==> config.mk <==
export PLATFORM = sky130hd
export DESIGN_NAME = divclk_edge_counter
export DESIGN_NICKNAME = d
export VERILOG_FILES = /design/src/rtl/divclk_edge_counter_pkg.sv /design/src/rtl/divclk_edge_counter_rise.sv /design/src/rtl/divclk_edge_counter.sv
export SDC_FILE = /design/constraint.sdc
export NUM_CORES = 1
export LEC_CHECK = 0
export ABC_AREA = 1
export BUFFER_PORTS_ARGS = -buffer_cell sky130_fd_sc_hd__buf_2
export CORE_ASPECT_RATIO = 0.8
export CORE_MARGIN = 3
export CORE_UTILIZATION = 52
export CTS_CLUSTER_SIZE = 20
export DETAILED_ROUTE_END_ITERATION = 12
export PLACE_DENSITY_LB_ADDON = 0.15
export SKIP_LAST_GASP = 1
export SYNTH_ARGS = -nofsm -noshare
export SYNTH_HDL_FRONTEND = slang
export SYNTH_SLANG_ARGS = --single-unit
==> constraint.sdc <==
create_clock -name clk -period 1.9 [get_ports clk]
set_input_delay 0.095 -clock clk [delete_from_list [all_inputs] [get_ports clk]]
set_output_delay 0.095 -clock clk [all_outputs]
set_load 0.03 [all_outputs]
==> src/rtl/divclk_edge_counter_pkg.sv <==
// Shared definitions for the divided-clock edge counter.
// Holds the controller state encoding and the default count width, so the
// clock divider and this block agree on the final/limit width.
package divclk_edge_counter_pkg;

   localparam int unsigned DEFAULT_WIDTH = 10;

   typedef enum logic [1:0] {
      ST_IDLE = 2'd0,
      ST_ARM  = 2'd1,
      ST_RUN  = 2'd2,
      ST_DONE = 2'd3
   } state_t;

endpackage : divclk_edge_counter_pkg

==> src/rtl/divclk_edge_counter_rise.sv <==
// rise_detect: registered previous-level tracker with a rising-edge strobe.
// Ports:
//   clk, reset : system clock, synchronous active-high reset
//   load       : snapshot sig into prev so an already-high level is not an edge
//   en         : track sig every cycle and allow rise_c
//   sig        : level to watch
//   rise_c     : combinational one-cycle strobe, sig high while prev low
module rise_detect (
   input  logic clk,
   input  logic reset,
   input  logic load,
   input  logic en,
   input  logic sig,
   output logic rise_c
);

   logic prev;

   // prev only moves while armed or running; outside that it is don't-care
   always_ff @(posedge clk) begin
      if (reset) begin
         prev <= 1'b0;
      end else if (load || en) begin
         prev <= sig;
      end
   end

   assign rise_c = en && sig && !prev;

endmodule : rise_detect

==> src/rtl/divclk_edge_counter.sv <==
// divclk_edge_counter: counts rising edges of the divider's count_out level
// up to a limit captured on arming, pulses tick per edge and holds done
// until acknowledged.
// Ports:
//   clk, reset : system clock, synchronous active-high reset
//   div_in     : divided level from the clock divider
//   enable     : arm and keep counting while high
//   limit      : target edge count, captured in ARM
//   ack        : clears done and returns to idle
//   count      : edges counted since arming (registered)
//   tick       : one-cycle pulse per counted edge (registered)
//   done       : target reached, awaiting ack (registered)
//   busy       : high in ARM and RUN (registered)
module divclk_edge_counter
   import divclk_edge_counter_pkg::*;
#(
   parameter int unsigned WIDTH = DEFAULT_WIDTH
) (
   input  logic             clk,
   input  logic             reset,
   input  logic             div_in,
   input  logic             enable,
   input  logic [WIDTH-1:0] limit,
   input  logic             ack,
   output logic [WIDTH-1:0] count,
   output logic             tick,
   output logic             done,
   output logic             busy
);

   state_t           state;
   logic [WIDTH-1:0] limit_q;
   logic [WIDTH-1:0] count_inc;
   logic             arm_c;
   logic             run_c;
   logic             rise_c;

   assign arm_c     = (state == ST_ARM);
   assign run_c     = (state == ST_RUN);
   assign count_inc = count + WIDTH'(1);

   rise_detect u_rise (
      .clk    (clk),
      .reset  (reset),
      .load   (arm_c),
      .en     (run_c),
      .sig    (div_in),
      .rise_c (rise_c)
   );

   // Controller FSM with counter and registered outputs
   always_ff @(posedge clk) begin
      if (reset) begin
         state   <= ST_IDLE;
         limit_q <= '0;
         count   <= '0;
         tick    <= 1'b0;
         done    <= 1'b0;
         busy    <= 1'b0;
      end else begin
         tick <= 1'b0;
         case (state)
            ST_IDLE: begin
               if (enable) begin
                  state <= ST_ARM;
                  busy  <= 1'b1;
               end
            end
            ST_ARM: begin
               limit_q <= limit;
               if (limit == '0) begin
                  state <= ST_DONE;
                  done  <= 1'b1;
                  busy  <= 1'b0;
               end else begin
                  state <= ST_RUN;
               end
            end
            ST_RUN: begin
               // abort wins over an edge in the same cycle
               if (!enable) begin
                  state <= ST_IDLE;
                  count <= '0;
                  busy  <= 1'b0;
               end else if (rise_c) begin
                  count <= count_inc;
                  tick  <= 1'b1;
                  // count never exceeds limit_q, so it cannot wrap
                  if (count_inc == limit_q) begin
                     state <= ST_DONE;
                     done  <= 1'b1;
                     busy  <= 1'b0;
                  end
               end
            end
            ST_DONE: begin
               if (ack) begin
                  state <= ST_IDLE;
                  done  <= 1'b0;
                  count <= '0;
               end
            end
            default: begin
               state <= ST_IDLE;
            end
         endcase
      end
   end

endmodule : divclk_edge_counter
## After elaboration in Yosys (flattened, before gate mapping)

Cells that the tools add are included.

- Add/subtract/negate cells: 1
- Equal/unequal tests: 12
- Mux-type cells: 24
- Bitwise gates (word level): 2
- Reductions and logical operators: 14

Operator list:

| operator | count |
|---|---|
| $mux W10 | 3 |
| $pmux W10 S2 | 1 |
| $mux W1 | 12 |
| $ne A2 B2 Y1 const B | 6 |
| $add A10 B1 Y10 const B | 1 |
| $eq A10 B10 Y1 | 1 |
| $logic_not A10 Y1 | 1 |
| $mux W2 | 5 |
| $pmux W2 S4 | 1 |
| $ne A3 B3 Y1 const B | 2 |
| $pmux W1 S3 | 2 |
| $reduce_and A6 Y1 | 1 |
| $reduce_bool A3 Y1 | 2 |
| $reduce_and A5 Y1 | 1 |
| $eq A2 B2 Y1 const B | 2 |
| $reduce_and A4 Y1 | 1 |
| $reduce_and A3 Y1 | 1 |
| $reduce_or A3 Y1 | 1 |
| $eq A2 B1 Y1 const B | 1 |
| $logic_and A1 B1 Y1 | 2 |
| $logic_not A2 Y1 | 1 |
| $not A1 Y1 | 2 |
| $reduce_bool A2 Y1 | 1 |
| $logic_not A1 Y1 | 1 |
| $logic_or A1 B1 Y1 | 1 |

- Flip-flop bits (word level): 26
- Input bits: 15
- Output and inout bits: 13
- Logic and storage cells: 60

## Depth between registers and ports, before layout

Gate-level depths: netlist of run 1.

- Depth in word-level cells: 6
- Gate-level depth with buffers: 15
- Mapped depth without buffers: 15

## Cells and area by module

A second synthesis of run 1 with hierarchy kept.

- Cell total of the unflattened synthesis: 236
- Area total of the unflattened synthesis: 1606.5 µm²

Modules (own cells, without submodules):

| module | times used | cells an instance | area an instance (µm²) | sequential area each (µm²) |
|---|---|---|---|---|
| divclk_edge_counter | 1 | 226 | 1550.2 | 500.5 |
| rise_detect | 1 | 10 | 56.3 | 20.0 |

## Worst setup path after synthesis of run 1

OpenSTA, ideal clock, no wires.

- Kind: register to register
- From: reg count[1]
- To: reg busy
- Setup time: 0.113 ns
- Data arrival time: 1.745 ns
- Required time: 1.787 ns
- Slack: 0.042 ns
- Stages on the path, launching flop included: 15
- Path buffers: 0
- Period minus slack after synthesis: 1.858 ns
- Path through: dfxtp_1 > ha_1 > nand2_1 > nor2_1 > nand2_1 > nand2_2 > nand2_1 > nand2_1 > nand2_1 > nor2_1 > nand4_1 > nand2_2 > nand3_2 > nor2_1 > nor2_1

- Word-level cells in the longest chain between the ends: 4

Ends and longest elaborated chain:

| element | line | RTL |
|---|---|---|
| from (decl) | divclk_edge_counter.sv:25 | `output logic [WIDTH-1:0] count,` |
| from (signal assigned) | divclk_edge_counter.sv:86 | `count <= count_inc;` |
| $add A10 B1 Y10 | divclk_edge_counter.sv:40 | `assign count_inc = count + WIDTH'(1);` |
| $eq A10 B10 Y1 | divclk_edge_counter.sv:89 | `if (count_inc == limit_q) begin` |
| $ne A3 B3 Y1 (no line) | - |  |
| $reduce_and A5 Y1 (no line) | - |  |
| to (signal assigned) | divclk_edge_counter.sv:59 | `busy <= 1'b0;` |
| to (signal assigned) | divclk_edge_counter.sv:84 | `busy <= 1'b0;` |
| to (signal assigned) | divclk_edge_counter.sv:92 | `busy <= 1'b0;` |
| to (decl) | divclk_edge_counter.sv:28 | `output logic busy` |

Every way passes these cells.
A chain may end at the register's enable or synchronous reset.

## Final worst setup path of run 1

- From: reg state[0]
- To: reg state[0]

- Word-level cells in the longest chain between the ends: 5
- Elaborated cells on any way between the ends: 12
- Classes of those cells: eq/ne: 7; mux: 1; reduce/logical: 4

Ends and longest elaborated chain:

| element | line | RTL |
|---|---|---|
| from (decl) | divclk_edge_counter.sv:31 | `state_t state;` |
| from (signal assigned) | divclk_edge_counter.sv:54 | `state <= ST_IDLE;` |
| from (signal assigned) | divclk_edge_counter.sv:65 | `state <= ST_ARM;` |
| from (signal assigned) | divclk_edge_counter.sv:72 | `state <= ST_DONE;` |
| $eq A2 B2 Y1 | divclk_edge_counter.sv:39, divclk_edge_counter.sv:62 |  |
| $logic_and A1 B1 Y1 (2 in a row) | divclk_edge_counter_rise.sv:28 | `assign rise_c = en && sig && !prev;` |
| $ne A3 B3 Y1 (no line) | - |  |
| $reduce_and A4 Y1 (no line) | - |  |

Parallel ways exist; a longest one is shown, timed or not.

==> metrics.csv, run 1 <==
stage;metric;value;unit
floorplanning;die_h;56.03;microns
floorplanning;rows;17;
critical_path;critPathBufInv;2;
clock_tree;clk_pin_slew_worst_paths;0.08;ns
critical_path;slowest_stage;dfxtp_1;
floorplanning;start_util;56.64;%
sta;setup_slack;0.1315;ns
sta;skew;0.007138;ns
power_and_ir_drop;seqPwrFrac;37.4;%
yosys;ys.flop_type;dfxtp_1;
critical_path;crit_required;2.06;ns
floorplanning;die_w;68.53;microns
yosys;yosysSeqAreaShare;32.00;%
power_and_ir_drop;vdd_ir_drop_max;0.9020;mV
critical_path;cp-start-kind;flop;
grt;antenna_found_initial;0;
detailed_routing;route.detailed.drc;0;
detailed_routing;wl;4.079;mm
critical_path;cp_common_cell;inv_1;
yosys;async_reset_ff_share;0;%
yosys;synth_area;0.001627;sq mm
sta;finalSetupViolCount;0;
power_and_ir_drop;p_sw;0.8589;mW
yosys;synthDistinctLibCells;25;
floorplanning;die-area;0.003839;sq mm
power_and_ir_drop;p_leak;0.8925;nW
placement;port_buffers;27;
grt;grt_max_degree;18;
yosys;synth_top_cells_by_count;nand2_1, inv_1, nor2_1;
final_layout;final_nets;312;
clock_tree;cts_sinks;26;
yosys;yosysTopAreaCellShare;32.00;%
placement;place_hpwl;3.131;mm
detailed_routing;viasPerCell;5.180;
final_layout;drive_above_1_share;25.26;%
grt;grt_pass1_vias;1474;
final_layout;design_area;0.001952;sq mm
power_and_ir_drop;internal-power;1.211;mW
yosys;yosys.area.top_type;dfxtp_1;
flow_run;maxCapViolCount;0;
floorplanning;boundaryPins;28;
critical_path;crit_arrival;1.93;ns
sta;timing.hold.ws;0.05655;ns
status;status;completed;
detailed_routing;drt_first_pass_iters;4;
clock_tree;cts_tree;yes;
power_and_ir_drop;power.density;1061;mW/mm^2
detailed_routing;wire_per_inst;12.47;microns
grt;grt_pass1_wl;6.624;mm
yosys;avgSynthCellArea;6.455;sq um
placement;gp_congestion;0.8981;
critical_path;path_class;reg2reg;
clock_tree;cts_inserted_buffers;3;
sta;setup-tns-final;0;ns
yosys;synth_cells;252;
critical_path;worstPathMaxFanout;5;
power_and_ir_drop;sw_frac_of_total;41.49;%
min_path;hold_class;in2reg;
detailed_routing;antenna_left;0;
sta;final_max_slew_viol_count;0;
yosys;yosysMostFrequentCell;nand2_1;
sta;fin_crit;1.769;ns
yosys;synth_edf_count;0;
clock_tree;cts_buffer_depth;2;
power_and_ir_drop;pwr-share-comb;45.2;%
detailed_routing;drtIter0Drc;132;
placement;place_area;0.001847;sq mm
grt;gr-total-overflow;0;
floorplanning;design.core.area;0.002872;sq mm
sta;period_share;93.08;%
yosys;yosysWarnings;0;
power_and_ir_drop;pwr-share-clk;17.4;%
grt;grt_usage;22.11;%
yosys;synth_area_leaders;dfxtp_1, nand2_1, nand3_1;
clock_tree;h-tree-depth;1;
final_layout;syn_to_final_growth;20.00;%
final_layout;n_antenna_cell;0;
sta;fmax;565.4;MHz
sta;slew_headroom;72.32;%
clock_tree;clk_latency;0.27;ns
critical_path;path_cells;inv_1 -> ha_1 -> nand2_1 -> inv_1 -> a21oi_2 -> o211ai_1 -> a211oi_1 -> nor2_2;
yosys;syn-num-nets;274;
critical_path;cpLargestDelayFamily;compound AO/OA/AOI/OAI gates;
sta;worst_pin_slew;0.4148;ns
yosys;ys_ff_latch;26;
clock_tree;root_buffer;clkbuf_8;
critical_path;max_stage_delay;0.41;ns
detailed_routing;num_vias;1694;
sta;hold_viol_final;0;
final_layout;final_util;67.97;%
placement;place_worst_setup_slack;0.06367;ns
final_layout;fillers;271;
critical_path;critPathCaptureType;flop;
cells by family (layout without fill, tap and decap cells):
| kind of cell | after synthesis | after routing | synth area share (%) |
|---|---|---|---|
| simple gates | 145 | 145 | 41.62 |
| compound gates | 38 | 38 | 12.15 |
| buf+inv | 35 | 72 | 8.308 |
| flops | 26 | 26 | 32.00 |
| fa+ha+maj | 7 | 7 | 5.384 |
| xor+xnor | 1 | 1 | 0.5386 |
state kept, by name (all words and copies together), names as in the netlist:
| signal | count |
|---|---|
| busy | 1 |
| count | 10 |
| done | 1 |
| limit_q | 10 |
| state | 2 |
| tick | 1 |
| u_rise.prev | 1 |
final timing paths:
kind                   start    endpoint  slack (ns)  depth (start not counted)
setup / recovery    state[0]    state[0]        0.13                          8
hold / removal      limit[4]  limit_q[4]        0.06                          3
hold reg to reg   limit_q[2]  limit_q[2]        0.49                          2
setup reg to reg    state[0]    state[0]        0.13                          8
final cells by class:
class | instances | area [sq um] | share of cell area [%]
sequential | 26 | 529.3 | 27.12
inverter | 32 | 120.1 | 6.154
tap | 38 | 47.55 | 2.436
multi-input combinational | 191 | 997.2 | 51.09
clock buffer | 4 | 55.05 | 2.821
timing repair buffer | 36 | 202.7 | 10.38
worst min-delay path, stage by stage:
cell	delay, ns
buf_2	0.09
nor2_1	0.04
nor2_1	0.08
metrics by stage:
stage	std cells	power, mW
finish	327	2.070
global placement	321	1.674
detailed placement	321	1.683
CTS	325	2.043
floorplan	252	1.434
global route	327	2.230
cell usage in the layout (no fill, tap or decap):
master,instances
ha_1,6
buf_2,27
ha_4,1
dfxtp_4,1
a21oi_1,18
nand3_2,2
o21ai_0,15
nand2_2,10
buf_4,9
nand2_1,62
xnor2_1,1
o21ai_1,1
a211oi_1,1
clkbuf_8,4
nor3_1,2
a21o_1,1
nor2_4,4
nand3b_1,2
nand3_1,24
nor4_1,2
a21oi_2,1
or2_2,3
inv_2,1
dfxtp_2,4
inv_1,31
nor2_2,6
nor2_1,25
o211ai_1,1
nand4_1,3
dfxtp_1,21
per-layer routing:
layer	global-route usage (%)	up-vias	wire length (microns)
li1	-	890	-
met1	35.09	737	2074
met2	29.80	63	1714
met3	4.646	4	257
met4	4.533	0	32
met5	0	-	0
power groups by stage:
stage	Clock [mW]	Combinational [mW]	Sequential [mW]
2_1_floorplan	0	0.636	0.798
3_3_place_gp	0	0.894	0.780
3_5_place_dp	0	0.901	0.782
4_1_cts	0.367	0.906	0.770
5_1_grt	0.382	1.06	0.787
6_report	0.360	0.936	0.775
what timing repair did:
item,CTS,global route
hold buffers,0,0
setup endpoints to repair,0,14
buffers inserted,0,2
resized for setup,0,14
No activity file was read; power rests on OpenSTA's default activity.
==> run 2, diff against run 1 <==
- CORE_UTILIZATION: 52 -> 50
- clock period: 1.9 -> 1.6 ns (I/O delays scaled with it)
==> run 2 against run 1 <==
Effect of this change: the run now ends with negative setup slack left; highest routed layer unchanged; final cell count grew 5.5%; routed wire length rose by 12%; combinational power grew 39%; worst setup slack got worse by 0.27 ns; first-iteration DRC count up 57%; clock-buffer cell count is 1 lower; clock skew is 0.0030 ns lower; register-to-register slack got worse by 0.27 ns.
==> metrics.csv, run 2 (same netlist as run 1, synthesis figures left out) <==
stage;metric;value;unit;change
status;status;finished, violations left;;was completed
status;violations;negative setup slack;;
detailed_routing;drtIter0Drc;207;;was 132
placement;dp_cells;338;;was 321
detailed_routing;drt_first_pass_iters;5;;was 4
sta;fin_crit;1.739;ns;was 1.769 ns
clock_tree;clk_pin_slew_worst_paths;0.09;ns;was 0.08 ns
critical_path;worstPathMaxFanout;3;;was 5
critical_path;worstRegToRegCells;15;;was 8
critical_path;max_stage_delay;0.37;ns;was 0.41 ns
power_and_ir_drop;seqPwrFrac;33.3;%;was 37.4%
grt;grt_usage;23.16;%;was 22.11%
final_layout;final_common_cell;nand2_1;;unchanged
power_and_ir_drop;sw_frac_of_total;39.71;%;was 41.49%
floorplanning;design.core.area;0.002935;sq mm;was 0.002872 sq mm
min_path;hold_depth;3;;unchanged
detailed_routing;route.detailed.drc;0;;unchanged
critical_path;regToRegSetupSlack;-0.14;ns;was 0.13 ns
clock_tree;cts_buffer_depth;2;;unchanged
grt;gr-total-overflow;0;;unchanged
min_path;min-delay-start;limit[4];;unchanged
floorplanning;die-area;0.003978;sq mm;was 0.003839 sq mm
sta;fmax;575.0;MHz;was 565.4 MHz
floorplanning;start_util;55.41;%;was 56.64%
grt;grt_pass1_wl;7.465;mm;was 6.624 mm
placement;place_hpwl;3.162;mm;was 3.131 mm
final_layout;layout_common_cells;nand2_1, inv_1, buf_2, buf_4, nor2_1;;was nand2_1, inv_1, buf_2
power_and_ir_drop;p_leak;1.014;nW;was 0.8925 nW
power_and_ir_drop;pwr-share-comb;46.8;%;was 45.2%
critical_path;reg2reg_from;count[0];;was state[0]
final_layout;multi_input_area;0.001115;sq mm;was 997.2 sq um
placement;place_area;0.002013;sq mm;was 0.001847 sq mm
power_and_ir_drop;vdd_ir_drop_max;0.9152;mV;was 0.9020 mV
floorplanning;rows;17;;unchanged
critical_path;path_cells;ha_4 -> nand2_4 -> nor2_2 -> nand2_1 -> nand2_2 -> nand2_1 -> nand2_2 -> nand2_1 -> nor2_1 -> nand4_1 -> nand2_2 -> nand3_2 -> nand2_1 -> nand2_1 -> nor2_1;;was inv_1 -> ha_1 -> nand2_1 -> inv_1 -> a21oi_2 -> o211ai_1 -> a211oi_1 -> nor2_2
clock_tree;cts_inserted_buffers;3;;unchanged
critical_path;crit_required;1.82;ns;was 2.06 ns
final_layout;reg_top3;count: 10 flops, limit_q: 10 flops, state: 2 flops;;unchanged
sta;skew;0.004181;ns;was 0.007138 ns
critical_path;crit_arrival;1.96;ns;was 1.93 ns
power_and_ir_drop;pwr-share-clk;19.9;%;was 17.4%
sta;setup_slack;-0.1391;ns;was 0.1315 ns
floorplanning;die_w;69.77;microns;was 68.53 microns
final_layout;seqCellArea;540.5;sq um;was 529.3 sq um
final_layout;fillers;225;;was 271
clock_tree;hold_buffers;0;;unchanged
placement;port_buffers;27;;unchanged
detailed_routing;antenna_left;0;;unchanged
critical_path;cp_common_cell;nand2_1;;was inv_1
detailed_routing;viasPerCell;5.249;;was 5.180
grt;grt_pass1_vias;1650;;was 1474
detailed_routing;num_vias;1811;;was 1694
power_and_ir_drop;p_sw;1.102;mW;was 0.8589 mW
critical_path;cp-start-kind;flop;;unchanged
detailed_routing;wire_per_inst;13.25;microns;was 12.47 microns
critical_path;path_class;reg2reg;;unchanged
clock_tree;h-tree-depth;1;;unchanged
sta;slew_headroom;70.40;%;was 72.32%
clock_tree;cts_sinks;26;;unchanged
grt;antenna_found_initial;0;;unchanged
grt;grt_max_degree;18;;unchanged
critical_path;r2r_end;busy;;was state[0]
flow_run;maxCapViolCount;0;;unchanged
final_layout;drive_above_1_share;37.13;%;was 25.26%
final_layout;instances_no_fill;345;;was 327
power_and_ir_drop;internal-power;1.674;mW;was 1.211 mW
detailed_routing;wl;4.570;mm;was 4.079 mm
critical_path;crit_start;count[0];;was state[0]
placement;gp_congestion;0.9228;;was 0.8981
sta;worst_pin_slew;0.4435;ns;was 0.4148 ns
critical_path;critPathCaptureType;flop;;unchanged
sta;finalSetupViolCount;4;;was 0
floorplanning;die_h;57.02;microns;was 56.03 microns
sta;grt_setup_unrepaired;true;;
min_path;min_to;limit_q[4];;unchanged
sta;period_share;108.7;%;was 93.08%
final_layout;n_antenna_cell;0;;unchanged
final_layout;final_nets;330;;was 312
final_layout;design_area;0.002237;sq mm;was 0.001952 sq mm
sta;hold_viol_final;0;;unchanged
min_path;hold_class;in2reg;;unchanged
floorplanning;boundaryPins;28;;unchanged
clock_tree;clk_latency;0.27;ns;about the same
critical_path;slowest_stage;dfxtp_4;;was dfxtp_1
sta;final_max_slew_viol_count;0;;unchanged
final_layout;syn_to_final_growth;37.54;%;was 20.00%
clock_tree;cts_tree;yes;;unchanged
power_and_ir_drop;power.density;1241;mW/mm^2;was 1061 mW/mm^2
clock_tree;root_buffer;clkbuf_8;;unchanged
## run 2: changes by cell type in the layout (fill, tap and decap cells not counted), moves of 2 or more
| cell | delta |
|---|---|
| buf_4 | +18 |
| dfxtp_1 | -5 |
| nand2_1 | -5 |
| nand2_2 | +4 |
| nand3_1 | -4 |
| dfxtp_2 | +3 |
| inv_1 | -3 |
| nand3_4 | +3 |
| nor2_1 | -3 |
| nor2_4 | +3 |
| dfxtp_4 | +2 |
| inv_2 | +2 |
## run 2: per-stage QoR
| stage | util [%] | hold WS (ns) | worst slack, ns | total power, mW | TNS (ns) |
|---|---|---|---|---|---|
| floorplan | - | 0.2149 | 0.0001295 | 1.711 | 0 |
| global placement | 68.58 | 0.3184 | -0.1577 | 2.082 | -0.3986 |
| detailed placement | 68.58 | 0.3273 | -0.1812 | 2.098 | -0.5375 |
| CTS | 73.32 | 0.03649 | -0.1264 | 2.686 | -0.3945 |
| global route | 76.21 | 0.04237 | -0.3284 | 2.997 | -1.162 |
| finish | 76.21 | 0.03960 | -0.1391 | 2.776 | -0.4552 |
## run 2: worst max-delay path, delay by kind of cell (launching register included)
family	cells	cell delay, ns
adder cells (fa/ha/maj)	1	0.18
flip-flops	1	0.37
AND/OR/NAND/NOR	14	1.12
## run 2: power by group through the flow
stage / Clock, mW / Combinational, mW / Sequential [mW]
finish: 0.551 / 1.30 / 0.924
floorplan: 0 / 0.766 / 0.945
global route: 0.591 / 1.46 / 0.944
global placement: 0 / 1.17 / 0.915
detailed placement: 0 / 1.18 / 0.919
CTS: 0.570 / 1.21 / 0.908
## run 2: area by class of cell
type | count | share of cell area, %
Clock inverter | 1 | 1.342
Sequential cell | 26 | 24.16
Timing Repair Buffer | 54 | 15.10
Clock buffer | 3 | 1.846
Inverter | 32 | 5.593
Tap cell | 38 | 2.125
Multi-Input combinational cell | 191 | 49.83
## run 2: routing by layer
metal / global-route usage [%] / wire length [microns]
met1: 33.48 / 2189
met3: 4.577 / 359
met2: 35.80 / 1959
met5: 0 / 0
met4: 5.191 / 62
## run 2: timing repair
| item | in CTS | in global routing |
|---|---|---|
| gates resized for setup | 14 | 20 |
| endpoints found under the setup margin | 12 | 14 |
| buffers inserted | 3 | 0 |
| pin swaps | 12 | 16 |
## run 2: worst max path at each step
| stage | endpoint | slack, ns | cells past startpoint |
|---|---|---|---|
| CTS | done | -0.13 | 15 |
| global route | busy | -0.33 | 15 |
| floorplan | done | 0.0001 | 15 |
| detailed placement | done | -0.18 | 15 |
| global placement | done | -0.16 | 15 |
| finish | busy | -0.14 | 15 |
==> run 3, diff against run 2 <==
--- a/config.mk
+++ b/config.mk
@@ -15,2 +15,3 @@
 export PLACE_DENSITY_LB_ADDON = 0.15
+export REMOVE_ABC_BUFFERS = 1
 export SKIP_LAST_GASP = 1
--- a/constraint.sdc
+++ b/constraint.sdc
@@ -3,2 +3,2 @@
 set_output_delay 0.08 -clock clk [all_outputs]
-set_load 0.03 [all_outputs]
+set_load 0.1 [all_outputs]
==> run 3 against run 2 <==
Effect of this change: the run still ends with negative setup slack left; non-clock buffer count is 6 higher; routed wire length up 10%; maximum frequency fell by 0.47%; flip-flop and latch count did not move; first-iteration DRC count is 3.4% higher; clock power down 1%; utilization up 2.8 points; sequential share of layout area decreased by 1.3 points; power is 6.3% higher; sequential power increased by 1%; register-to-register slack barely moved; critical path depth did not move; largest power group unchanged.
==> metrics.csv, run 3 (same netlist as run 1, synthesis figures left out) <==
stage;metric;value;unit;change
power_and_ir_drop;vdd_ir_drop_max;1.109;mV;was 0.9152 mV
power_and_ir_drop;p_leak;1.062;nW;was 1.014 nW
floorplanning;start_util;55.41;%;unchanged
power_and_ir_drop;seqPwrFrac;31.7;%;was 33.3%
critical_path;critPathCaptureType;flop;;unchanged
critical_path;crit_required;1.82;ns;about the same
power_and_ir_drop;pwr-share-clk;18.5;%;was 19.9%
clock_tree;cts_sinks;26;;unchanged
floorplanning;design.core.area;0.002935;sq mm;unchanged
final_layout;reg_top3;count: 10 flops, limit_q: 10 flops, state: 2 flops;;unchanged
critical_path;path_class;reg2reg;;unchanged
sta;fmax;572.3;MHz;was 575.0 MHz
power_and_ir_drop;internal-power;1.696;mW;was 1.674 mW
detailed_routing;num_vias;1944;;was 1811
grt;grt_pass1_wl;7.769;mm;was 7.465 mm
flow_run;maxCapViolCount;0;;unchanged
placement;port_buffers;27;;unchanged
sta;skew;0.003222;ns;was 0.004181 ns
clock_tree;hold_buffers;0;;unchanged
grt;antenna_found_initial;0;;unchanged
final_layout;fillers;195;;was 225
min_path;min_to;limit_q[0];;was limit_q[4]
detailed_routing;drtIter0Drc;214;;was 207
final_layout;n_antenna_cell;0;;unchanged
sta;setup-tns-final;-0.5090;ns;was -0.4552 ns
final_layout;layout_common_cells;nand2_1, buf_4, buf_2;;was nand2_1, inv_1, buf_2, buf_4, nor2_1
clock_tree;cts_tree;yes;;unchanged
sta;slew_headroom;67.47;%;was 70.40%
status;status;finished, violations left;;unchanged
floorplanning;boundaryPins;28;;unchanged
critical_path;r2r_end;state[0];;was busy
floorplanning;die_h;57.02;microns;unchanged
clock_tree;cts_inserted_buffers;3;;unchanged
detailed_routing;viasPerCell;5.538;;was 5.249
status;violations;negative setup slack;;unchanged
clock_tree;clk_pin_slew_worst_paths;0.09;ns;about the same
min_path;hold_depth;3;;unchanged
grt;grt_max_degree;18;;unchanged
placement;gp_congestion;0.9029;;was 0.9228
sta;setup_slack;-0.1473;ns;was -0.1391 ns
placement;place_hpwl;3.157;mm;was 3.162 mm
clock_tree;root_buffer;clkbuf_8;;unchanged
sta;grt_setup_unrepaired;true;;unchanged
floorplanning;rows;17;;unchanged
clock_tree;h-tree-depth;1;;unchanged
final_layout;drive_above_1_share;40.26;%;was 37.13%
detailed_routing;wl;5.049;mm;was 4.570 mm
critical_path;crit_arrival;1.96;ns;about the same
floorplanning;die-area;0.003978;sq mm;unchanged
final_layout;final_nets;336;;was 330
detailed_routing;route.detailed.drc;0;;unchanged
grt;gr-total-overflow;0;;unchanged
power_and_ir_drop;pwr-share-comb;49.9;%;was 46.8%
sta;period_share;109.2;%;was 108.7%
critical_path;cp-start-kind;flop;;unchanged
min_path;hold_class;in2reg;;unchanged
final_layout;syn_to_final_growth;42.54;%;was 37.54%
placement;dp_cells;342;;was 338
grt;grt_pass1_vias;1671;;was 1650
critical_path;worstPathMaxFanout;4;;was 3
critical_path;worstRegToRegCells;15;;unchanged
power_and_ir_drop;power.density;1273;mW/mm^2;was 1241 mW/mm^2
final_layout;instances_no_fill;351;;was 345
min_path;min-delay-start;limit[0];;was limit[4]
clock_tree;cts_buffer_depth;2;;unchanged
critical_path;regToRegSetupSlack;-0.15;ns;was -0.14 ns
sta;fin_crit;1.747;ns;was 1.739 ns
detailed_routing;drt_first_pass_iters;7;;was 5
power_and_ir_drop;p_sw;1.254;mW;was 1.102 mW
critical_path;crit_start;count[0];;unchanged
sta;hold_viol_final;0;;unchanged
floorplanning;die_w;69.77;microns;unchanged
sta;worst_pin_slew;0.4913;ns;was 0.4435 ns
clock_tree;clk_latency;0.27;ns;about the same
detailed_routing;wire_per_inst;14.38;microns;was 13.25 microns
final_layout;final_common_cell;nand2_1;;unchanged
detailed_routing;antenna_left;0;;unchanged
sta;final_max_slew_viol_count;0;;unchanged
grt;grt_usage;23.74;%;was 23.16%
critical_path;reg2reg_from;count[0];;unchanged
sta;finalSetupViolCount;5;;was 4
power_and_ir_drop;sw_frac_of_total;42.51;%;was 39.71%
==> run 3: changes by cell type in the layout (fill, tap and decap cells not counted), moves of 3 or more <==
cell     delta
dfxtp_1     +4
nand2_1     -4
nand3_2     +3
o21ai_1     +3
buf_6       +3
nand3_1     -3
buf_4       +3
nand2_2     +3
==> run 3: worst max-delay path, stage by stage (launching register included) <==
cell and delay [ns]:
dfxtp_2 0.35, buf_6 0.13, inv_2 0.09, nor2_4 0.06
buf_4 0.13, nand2_1 0.09, nand2_2 0.08, nand3_1 0.08
nand2_1 0.07, nor2_1 0.11, nand4_1 0.10, nand2_2 0.11
nand3_1 0.07, nand2_1 0.06, nand2_1 0.05, nor2_2 0.11
==> run 3: what timing repair did <==
item,CTS,global route
gates resized for setup,19,42
setup buffers,3,2
setup endpoints to repair,6,14
pin swaps,6,11
hold endpoints to repair,0,0
==> run 3: per-stage QoR <==
step / power, mW / hold WS, ns / util (%) / instance area [sq um] / setup WS (ns)
global placement: 2.182 / 0.3188 / 68.29 / 2004 / -0.07647
finish: 2.951 / 0.03958 / 78.99 / 2318 / -0.1473
CTS: 2.765 / 0.03671 / 73.61 / 2161 / -0.07285
floorplan: 1.815 / 0.1491 / - / 1612 / -0.8466
detailed placement: 2.204 / 0.3254 / 68.29 / 2004 / -0.1681
global route: 3.153 / 0.04743 / 78.99 / 2318 / -0.2785
==> run 3: how the worst max path moves through the flow <==
stage / cells past startpoint / to / slack [ns]
after CTS: 13 / busy / -0.07
after floorplan: 15 / state[0] / -0.85
final: 15 / state[0] / -0.15
after global placement: 13 / busy / -0.08
after detailed placement: 15 / done / -0.17
after global routing: 15 / busy / -0.28
==> run 3: area by class of cell <==
type	instances	area [sq um]	area share, %
clock buffers	3	41.29	1.781
inverters	32	122.6	5.289
multi-input cells	191	1152	49.70
flip-flops and latches	26	530.5	22.88
clock inverters	1	30.03	1.295
repair buffers	60	394.1	17.00
well taps	38	47.55	2.051
==> run 3: power by group through the flow <==
stage	clock (mW)	sequential (mW)	combinational, mW
detailed placement	0	0.925	1.28
CTS	0.553	0.913	1.30
floorplan	0	1.07	0.742
finish	0.545	0.935	1.47
global placement	0	0.918	1.26
global route	0.577	0.951	1.63
==> run 3: routing by layer <==
metal  vias up  part of all wire [%]  global-route usage (%)
met4         0                   2.4                   4.098
met2       106                    44                   37.28
met5         -                     0                       0
met1       888                    45                   34.62
li1        934                     -                       -
met3        16                   8.9                   4.225
